**src/rtl/exerion_rom_loader.sv**
```systemverilog
// Exerion ROM download receiver: decodes the HPS byte stream into per-region write
// strobes, packs sprite bytes into 16-bit words and gates the game reset on a valid image.
module exerion_rom_loader #(
    parameter logic [24:0] EXPECTED_LEN = 25'h10400,
    parameter logic [24:0] SPR_BASE     = 25'h0C000
) (
    input  logic        clkm_20MHZ,
    input  logic        RESET_n,
    input  logic        dn_download,
    input  logic        dn_wr,
    input  logic [24:0] dn_addr,
    input  logic [7:0]  dn_data,
    output logic        dn_wait,
    output logic        cpu_we,
    output logic        sub_we,
    output logic        fg_we,
    output logic        bg_we,
    output logic        prom_we,
    output logic [14:0] rom_addr,
    output logic [7:0]  rom_data,
    output logic        spr_req,
    input  logic        spr_ack,
    output logic [11:0] spr_addr,
    output logic [15:0] spr_data,
    output logic [24:0] byte_count,
    output logic [7:0]  checksum,
    output logic        rom_ready,
    output logic        rom_err,
    output logic        core_reset_n
);

    localparam logic [24:0] SUB_BASE  = 25'h08000;
    localparam logic [24:0] FG_BASE   = 25'h0A000;
    localparam logic [24:0] FG_END    = 25'h0C000;
    localparam logic [24:0] BG_BASE   = 25'h0E000;
    localparam logic [24:0] PROM_BASE = 25'h10000;
    localparam logic [24:0] ROM_END   = 25'h10400;
    localparam logic [24:0] SPR_SIZE  = 25'h02000;

    typedef enum logic [1:0] {
        S_IDLE    = 2'd0,
        S_HAVE_LO = 2'd1,
        S_PEND    = 2'd2
    } spr_state_t;

    spr_state_t  state_q, state_d, cur_state;
    logic        dl_q;
    logic [7:0]  lo_byte_q, lo_byte_d;
    logic [12:0] lo_addr_q, lo_addr_d;
    logic        spr_req_q, spr_req_d;
    logic        dn_wait_q, dn_wait_d;
    logic [11:0] spr_addr_q, spr_addr_d;
    logic [15:0] spr_data_q, spr_data_d;
    logic [14:0] rom_addr_q, rom_addr_d;
    logic [7:0]  rom_data_q, rom_data_d;
    logic        cpu_we_q, cpu_we_d;
    logic        sub_we_q, sub_we_d;
    logic        fg_we_q, fg_we_d;
    logic        bg_we_q, bg_we_d;
    logic        prom_we_q, prom_we_d;
    logic [24:0] byte_count_q, byte_count_d;
    logic [7:0]  checksum_q, checksum_d;
    logic        oor_q, oor_d;
    logic        rom_ready_q, rom_ready_d;
    logic        rom_err_q, rom_err_d;
    logic        eval_pend_q, eval_pend_d;
    logic        core_reset_n_q, core_reset_n_d;

    logic        rise, fall, acc;
    logic        in_cpu, in_sub, in_fg, in_spr, in_bg, in_prom, in_oor, in_8bit;
    logic [14:0] base15;
    logic [12:0] spr_off;
    logic        fresh;
    logic        image_ok;

    assign rise = dn_download & ~dl_q;
    assign fall = ~dn_download & dl_q;
    assign acc  = dn_download & dn_wr & ~dn_wait_q;

    assign in_cpu  = (dn_addr < SUB_BASE);
    assign in_sub  = (dn_addr >= SUB_BASE) && (dn_addr < FG_BASE);
    assign in_fg   = (dn_addr >= FG_BASE) && (dn_addr < FG_END);
    assign in_spr  = (dn_addr >= SPR_BASE) && (dn_addr < SPR_BASE + SPR_SIZE);
    assign in_bg   = (dn_addr >= BG_BASE) && (dn_addr < PROM_BASE);
    assign in_prom = (dn_addr >= PROM_BASE) && (dn_addr < ROM_END);
    assign in_oor  = (dn_addr >= ROM_END);
    assign in_8bit = in_cpu | in_sub | in_fg | in_bg | in_prom;

    // The sprite region is 8 KB, so the low 13 bits give the local offset for any base.
    assign spr_off = dn_addr[12:0] - SPR_BASE[12:0];

    always_comb begin
        base15 = 15'h0000;
        if (in_sub) begin
            base15 = SUB_BASE[14:0];
        end else if (in_fg) begin
            base15 = FG_BASE[14:0];
        end else if (in_bg) begin
            base15 = BG_BASE[14:0];
        end else if (in_prom) begin
            base15 = PROM_BASE[14:0];
        end
    end

    always_comb begin
        // A new download restarts everything, even a handshake left hanging.
        cur_state      = rise ? S_IDLE : state_q;
        state_d        = cur_state;
        lo_byte_d      = lo_byte_q;
        lo_addr_d      = lo_addr_q;
        spr_req_d      = rise ? 1'b0 : spr_req_q;
        dn_wait_d      = rise ? 1'b0 : dn_wait_q;
        spr_addr_d     = spr_addr_q;
        spr_data_d     = spr_data_q;
        rom_addr_d     = rom_addr_q;
        rom_data_d     = rom_data_q;
        cpu_we_d       = 1'b0;
        sub_we_d       = 1'b0;
        fg_we_d        = 1'b0;
        bg_we_d        = 1'b0;
        prom_we_d      = 1'b0;
        byte_count_d   = rise ? 25'd0 : byte_count_q;
        checksum_d     = rise ? 8'd0 : checksum_q;
        oor_d          = rise ? 1'b0 : oor_q;
        rom_ready_d    = rise ? 1'b0 : rom_ready_q;
        rom_err_d      = rise ? 1'b0 : rom_err_q;
        eval_pend_d    = rise ? 1'b0 : eval_pend_q;
        core_reset_n_d = rise ? 1'b0 : rom_ready_q;
        fresh          = 1'b0;
        image_ok       = (byte_count_q == EXPECTED_LEN) && !oor_q;

        if (acc) begin
            byte_count_d = byte_count_d + 25'd1;
            checksum_d   = checksum_d + dn_data;
            if (in_8bit) begin
                rom_addr_d = dn_addr[14:0] - base15;
                rom_data_d = dn_data;
            end
            cpu_we_d  = in_cpu;
            sub_we_d  = in_sub;
            fg_we_d   = in_fg;
            bg_we_d   = in_bg;
            prom_we_d = in_prom;
            if (in_oor) begin
                oor_d = 1'b1;
            end
            if (in_spr) begin
                if (cur_state == S_HAVE_LO) begin
                    if (spr_off == lo_addr_q + 13'd1) begin
                        spr_data_d = {dn_data, lo_byte_q};
                        spr_addr_d = spr_off[12:1];
                        spr_req_d  = 1'b1;
                        dn_wait_d  = 1'b1;
                        state_d    = S_PEND;
                    end else begin
                        oor_d = 1'b1;
                        fresh = 1'b1;
                    end
                end else begin
                    fresh = 1'b1;
                end
            end
        end

        // A byte that opens a new sprite word must sit on an even address.
        if (fresh) begin
            if (!spr_off[0]) begin
                lo_byte_d = dn_data;
                lo_addr_d = spr_off;
                state_d   = S_HAVE_LO;
            end else begin
                oor_d   = 1'b1;
                state_d = S_IDLE;
            end
        end

        if ((cur_state == S_PEND) && spr_ack) begin
            spr_req_d = 1'b0;
            dn_wait_d = 1'b0;
            state_d   = S_IDLE;
        end

        if (fall) begin
            eval_pend_d = 1'b1;
            if (cur_state == S_HAVE_LO) begin
                oor_d   = 1'b1;
                state_d = S_IDLE;
            end
        end

        // Judge the image only once any outstanding sprite word has been handed off.
        if (eval_pend_q && !rise && (state_q == S_IDLE)) begin
            rom_ready_d = image_ok;
            rom_err_d   = !image_ok;
            eval_pend_d = 1'b0;
        end
    end

    always_ff @(posedge clkm_20MHZ) begin
        if (!RESET_n) begin
            state_q        <= S_IDLE;
            dl_q           <= 1'b0;
            lo_byte_q      <= 8'd0;
            lo_addr_q      <= 13'd0;
            spr_req_q      <= 1'b0;
            dn_wait_q      <= 1'b0;
            spr_addr_q     <= 12'd0;
            spr_data_q     <= 16'd0;
            rom_addr_q     <= 15'd0;
            rom_data_q     <= 8'd0;
            cpu_we_q       <= 1'b0;
            sub_we_q       <= 1'b0;
            fg_we_q        <= 1'b0;
            bg_we_q        <= 1'b0;
            prom_we_q      <= 1'b0;
            byte_count_q   <= 25'd0;
            checksum_q     <= 8'd0;
            oor_q          <= 1'b0;
            rom_ready_q    <= 1'b0;
            rom_err_q      <= 1'b0;
            eval_pend_q    <= 1'b0;
            core_reset_n_q <= 1'b0;
        end else begin
            state_q        <= state_d;
            dl_q           <= dn_download;
            lo_byte_q      <= lo_byte_d;
            lo_addr_q      <= lo_addr_d;
            spr_req_q      <= spr_req_d;
            dn_wait_q      <= dn_wait_d;
            spr_addr_q     <= spr_addr_d;
            spr_data_q     <= spr_data_d;
            rom_addr_q     <= rom_addr_d;
            rom_data_q     <= rom_data_d;
            cpu_we_q       <= cpu_we_d;
            sub_we_q       <= sub_we_d;
            fg_we_q        <= fg_we_d;
            bg_we_q        <= bg_we_d;
            prom_we_q      <= prom_we_d;
            byte_count_q   <= byte_count_d;
            checksum_q     <= checksum_d;
            oor_q          <= oor_d;
            rom_ready_q    <= rom_ready_d;
            rom_err_q      <= rom_err_d;
            eval_pend_q    <= eval_pend_d;
            core_reset_n_q <= core_reset_n_d;
        end
    end

    assign dn_wait      = dn_wait_q;
    assign cpu_we       = cpu_we_q;
    assign sub_we       = sub_we_q;
    assign fg_we        = fg_we_q;
    assign bg_we        = bg_we_q;
    assign prom_we      = prom_we_q;
    assign rom_addr     = rom_addr_q;
    assign rom_data     = rom_data_q;
    assign spr_req      = spr_req_q;
    assign spr_addr     = spr_addr_q;
    assign spr_data     = spr_data_q;
    assign byte_count   = byte_count_q;
    assign checksum     = checksum_q;
    assign rom_ready    = rom_ready_q;
    assign rom_err      = rom_err_q;
    assign core_reset_n = core_reset_n_q;

endmodule

```
**config.mk**
```make
export PLATFORM = sky130hd
export DESIGN_NAME = exerion_rom_loader
export DESIGN_NICKNAME = d
export VERILOG_FILES = /design/src/rtl/exerion_rom_loader.sv
export SDC_FILE = /design/constraint.sdc
export NUM_CORES = 1
export LEC_CHECK = 0
export ABC_AREA = 1
export CORE_MARGIN = 4
export CORE_UTILIZATION = 47
export DETAILED_ROUTE_END_ITERATION = 10
export PLACE_DENSITY = 0.85
export SETUP_SLACK_MARGIN = 0.2
export SLEW_MARGIN = 20
export SYNTH_ARGS = -nofsm -noshare
export SYNTH_HDL_FRONTEND = slang
export SYNTH_SLANG_ARGS = --single-unit
```
**constraint.sdc**
```tcl
create_clock -name clkm_20MHZ -period 2.6 [get_ports clkm_20MHZ]
set_input_delay 0.26 -clock clkm_20MHZ [delete_from_list [all_inputs] [get_ports clkm_20MHZ]]
set_output_delay 0.26 -clock clkm_20MHZ [all_outputs]
set_load 0.02 [all_outputs]
```
Word level (Yosys, flattened, before mapping)
Index checks and enable logic that the tools add are counted.

cells by class
  add/sub/neg operators = 4
  order comparisons = 12
  equal/unequal tests = 4
  muxes and demuxes = 46
  bitwise operators = 13
  reduce and logical (&&, ||, !) cells = 21

operators by type and width
  operator                                               count
  >= comparator 25 x 16 -> 1 bit, second input constant  4
  < comparator 25 x 16 -> 1 bit, second input constant   4
  >= comparator 25 x 17 -> 1 bit, second input constant  2
  < comparator 25 x 17 -> 1 bit, second input constant   2
  2-to-1 mux 25 bit                                      2
  2-to-1 mux 15 bit                                      3
  2-to-1 mux 1 bit                                       30
  adder 25 x 1 -> 25 bit, second input constant          1
  == test 25 x 17 -> 1 bit, second input constant        1
  2-to-1 mux 2 bit                                       9
  2-to-1 mux 8 bit                                       2
  subtractor 15 bit                                      1
  adder 13 x 1 -> 13 bit, second input constant          1
  == test 13 bit                                         1
  logical AND 1 bit                                      9
  adder 8 bit                                            1
  AND reduction 2 bit                                    3
  NOT 1 bit                                              5
  AND 1 bit                                              4
  bitwise OR 1 bit                                       4
  AND reduction 4 bit                                    1
  nonzero test 2 bit                                     2
  OR reduction 2 bit                                     2
  zero test 1 bit                                        3
  other kinds (3)                                        3

storage, ports and cells
  bits in registers = 119
  bits of input ports = 38

Depth between registers and ports, before layout
  word-level depth = 12
  mapped depth = 16
  mapped depth without buffers = 15

Worst setup path after synthesis
No wires, ideal clock.

  path type = flip-flop to flip-flop
  start point = register dl_q
  end point = register checksum_q[6], in the netlist checksum[6]
  setup time = 0.115 ns
  arrival time = 2.292 ns
  required time = 2.485 ns
  path slack = 0.192 ns
  cell stages (with the launch flop) = 17
  buffers on the path = 2
  cell sequence = dfxtp_1 inv_1 ha_1 buf_6 buf_6 nor2_1 ha_1 inv_1 fa_1 o21ai_0 nand2_1 nand2_1 a21oi_1 nand2_1 nand2_1 o21ai_0 inv_1

between the ends
  word-level cells in the longest chain between the ends = 5

ends and longest elaborated chain
  what                    line  source
  start, declared         47    logic dl_q;
  start signal, assigned  225   dl_q <= dn_download;
  NOT 1 bit (*)           76    assign rise = dn_download & ~dl_q;
  AND 1 bit (*)           76
  2-to-1 mux 8 bit (*)    123   checksum_d = rise ? 8'd0 : checksum_q;
  adder 8 bit             134   checksum_d = checksum_d + dn_data;
  2-to-1 mux 8 bit (*)    132   if (acc) begin
  end signal, assigned    240   checksum_q <= checksum_d;
  end, declared           62    logic [7:0] checksum_q, checksum_d;

Every way passes the cells marked *; elsewhere a longest branch is shown, timed or not.
A chain may end at the register's enable or synchronous reset.

Final worst setup path
  start point = input port dn_download
  end point = register checksum_q[5], in the netlist checksum[5]

between the ends
  word-level cells in the longest chain between the ends = 4

ends and longest elaborated chain
  what                  line  source
  start, declared       9     input logic dn_download,
  AND 1 bit             76
  2-to-1 mux 8 bit      123
  adder 8 bit           134
  2-to-1 mux 8 bit (*)  132

Marked as above.

==> metrics <==
RSZ-0062 raised after global routing true; Layout Skew 0.00716 ns; DRC 0; TritonCTS buffer count 17; Post-Syn Nets ~1000; DR WL/cell about 13 um; Max Root-Sink Buffers 2; slowest CP cell clkdlybuf4s50_1; maximum VDD drop about 390 uV; worst hold-check path type in -> reg; highest-count cells in the layout ignoring fill and taps nand2_1, nor2_1, inv_1, clkdlybuf4s50_1, dfxtp_1; r2r setup slk around 0.39 ns; gr usage total 0.229; reg-to-reg startpoint dl_q$_SDFF_PN0_; fin crit period 2.22 ns; setup tns final 0 ns; final hold vios 0; die extent in y about 120 um; setup violators final 0; Slew @ Worst Pin around 0.68 ns; pre-CTS setup slack -0.0894 ns; Most used DFF post-synth dfxtp_1; grt ovf 0; ANT nets after route 0; CP Class in -> reg; asr flop ratio synth 0; vias in the first global route between 6000 and 7000; cell area power density around 520 mW/mm^2; status finished clean; initial DRC count 569; buffers plus inverters on the worst setup path 3; CP Data Required Time 2.90 ns; H-tree Lvls 4; PnR Total Power 4.42 mW; Mean Syn Cell Area ~6.4 sq um; RR Endpoint checksum[5]$_SDFF_PN0_; crit path capture type flop; via count roughly 6600; leakage approximately 3.8 nW; Max stage delay on crit path about 0.62 ns; mapped cell area between 0.006 and 0.007 sq mm; Root Driver clkbuf_16; register area approximately 0.0024 sq mm; Area Overhead vs Synth 33.5%; CTS resizes 0; clk_lat worst skew slightly above 0.4 ns; min-delay src RESET_n; # IOs 132; diode count 0; core box area about 0.013 sq mm; Post-CTS Setup Bufs 0; period utilization 0.855; Vias/cell 4.98; Routed Wire Length about 18000 um; worst-path maximum fanout 7; slew margin rel. 0.545; Final Slew Violations 0; hpwl dp between 10000 and 15000 um; fmax between 400 and 500 MHz; Seq/Total Area, Yosys 0.375; initial core utilization 0.480; number of max-cap violations 0; total die area between 0.015 and 0.02 sq mm; Placer Congestion ~0.9; CTS tree yes; most common cell after layout, fill and taps aside nand2_1; Most Frequent Cell on Critical Path nand2_1; Nets about 1200; Post-synth EDFFs 0; # rows 42; Fillers 1175; Num Clock Sinks between 100 and 150; Worst Hold Depth 3; largest net degree at the start of global routing between 60 and 70; share of layout cells above drive strength 1 0.103; Startpoint Class input port; Synth Register Bits 119; WHS Endpoint spr_req$_SDFF_PP0_; first-pass GRT wire length 29500 um; cells along the critical path clkdlybuf4s50_1, ha_4, buf_4, nor2_1, ha_1, a21oi_1, nand2_1, nand2_1, nand2_1, a21oi_2, nor2_1, o21ai_0, inv_1; Worst EP arrival about 2.5 ns; Clk pin slew, worst setup/hold paths about 0.06 ns; cell family with most CP delay buffers and inverters; R2R cell count 13; 1st-pass router iterations 5; multi-input logic area around 0.0032 sq mm; count of cell types in the netlist 35; Post-Syn Instances about 1000; port buffer count approximately 130; Die X-Extent approximately 120 um; Hold-fix buffers, CTS 0; Yosys warnings 0; initial antenna violation count 0; PnR worst setup slack 0.377 ns
stage by stage:
stage               area [sq um]  std cells  hold slack (ns)   util
floorplan                   6360        998            0.339      -
global placement            7920       1300            0.462  0.598
detailed placement          7920       1300            0.472  0.598
CTS                         8470       1332            0.203  0.639
global route                8490       1332            0.213  0.641
finish                      8490       1332            0.212  0.641
per-layer routing:
metal / wire, um / up-vias / GRT usage
met1: 7870 / 3002 / 0.293
met3: 1170 / 36 / 0.0497
met5: 0 / - / 0
met2: 8500 / 253 / 0.381
li1: - / 3342 / -
met4: 409 / 0 / 0.0832
Yosys cell counts, types with 2 or more instances:
cell type,number,share of area
nand2_1,251,0.15
nor3_1,17,0.013
ha_1,11,0.022
xnor2_1,2,0.0028
dfxtp_1,119,0.37
nor3_2,2,0.0031
inv_2,9,0.0053
nor2_4,3,0.0053
nor2_1,192,0.11
buf_2,8,0.0063
nand4_1,28,0.028
nand3_2,5,0.0079
nand3_1,29,0.023
nor3_4,2,0.0051
a21oi_1,30,0.024
a21oi_2,2,0.0028
o21ai_1,4,0.0031
o21a_1,2,0.0024
clkbuf_1,20,0.012
o21ai_0,40,0.031
nand3b_1,5,0.0059
inv_1,159,0.094
xor2_1,5,0.0069
and3_1,2,0.0020
buf_6,7,0.012
nor2_2,32,0.031
nor4_1,4,0.0039
report_power, final:
part           internal [mW]  leakage (nW)  switching, mW  total [mW]
Sequential              1.84         0.960         0.0105        1.85
Combinational          0.146          2.56          0.219       0.366
Clock                   1.40         0.267          0.813        2.21
Total                   3.38          3.79           1.04        4.42
cell type report:
type,instances,share of cell area
timing repair buffer,162,0.181
multi-input combinational,675,0.373
clock buffer,22,0.0523
sequential,119,0.281
tap,176,0.0259
inverter,168,0.0743
clock inverter,10,0.0124
sequential cells by signal (all words and copies together) (netlist names), 2 cells and up:
name	flops
checksum	8
byte_count	25
rom_data	8
lo_addr_q	12
spr_data	16
lo_byte_q	8
state_q	2
rom_addr	15
spr_addr	12
worst max path at each step:
stage,slack [ns],to,startpoint,depth (start not counted)
after floorplan,0.26,checksum[6]$_SDFF_PN0_,dl_q$_SDFF_PN0_,16
after global placement,-0.01,checksum[6]$_SDFF_PN0_,dn_download,14
after detailed placement,-0.09,checksum[5]$_SDFF_PN0_,dn_download,13
after CTS,0.32,checksum[6]$_SDFF_PN0_,dl_q$_SDFF_PN0_,14
after global routing,0.17,checksum[6]$_SDFF_PN0_,dn_download,14
final,0.38,checksum[5]$_SDFF_PN0_,dn_download,13
tightest hold or removal path, stage by stage:
cell	delay [ns]
buf_2	0.13
nand2_1	0.15
a21oi_2	0.04
kinds of logic (layout without fill, tap and decap cells):
family | Yosys count | after routing | share of synthesized area
simple gates | 575 | 575 | 0.393
buf+inv | 204 | 362 | 0.130
flops | 119 | 119 | 0.375
compound gates | 80 | 80 | 0.0657
fa+ha+maj | 12 | 12 | 0.0248
xor+xnor | 7 | 7 | 0.00964
mux | 1 | 1 | 0.00157
No activity file was read; power rests on OpenSTA's default activity.
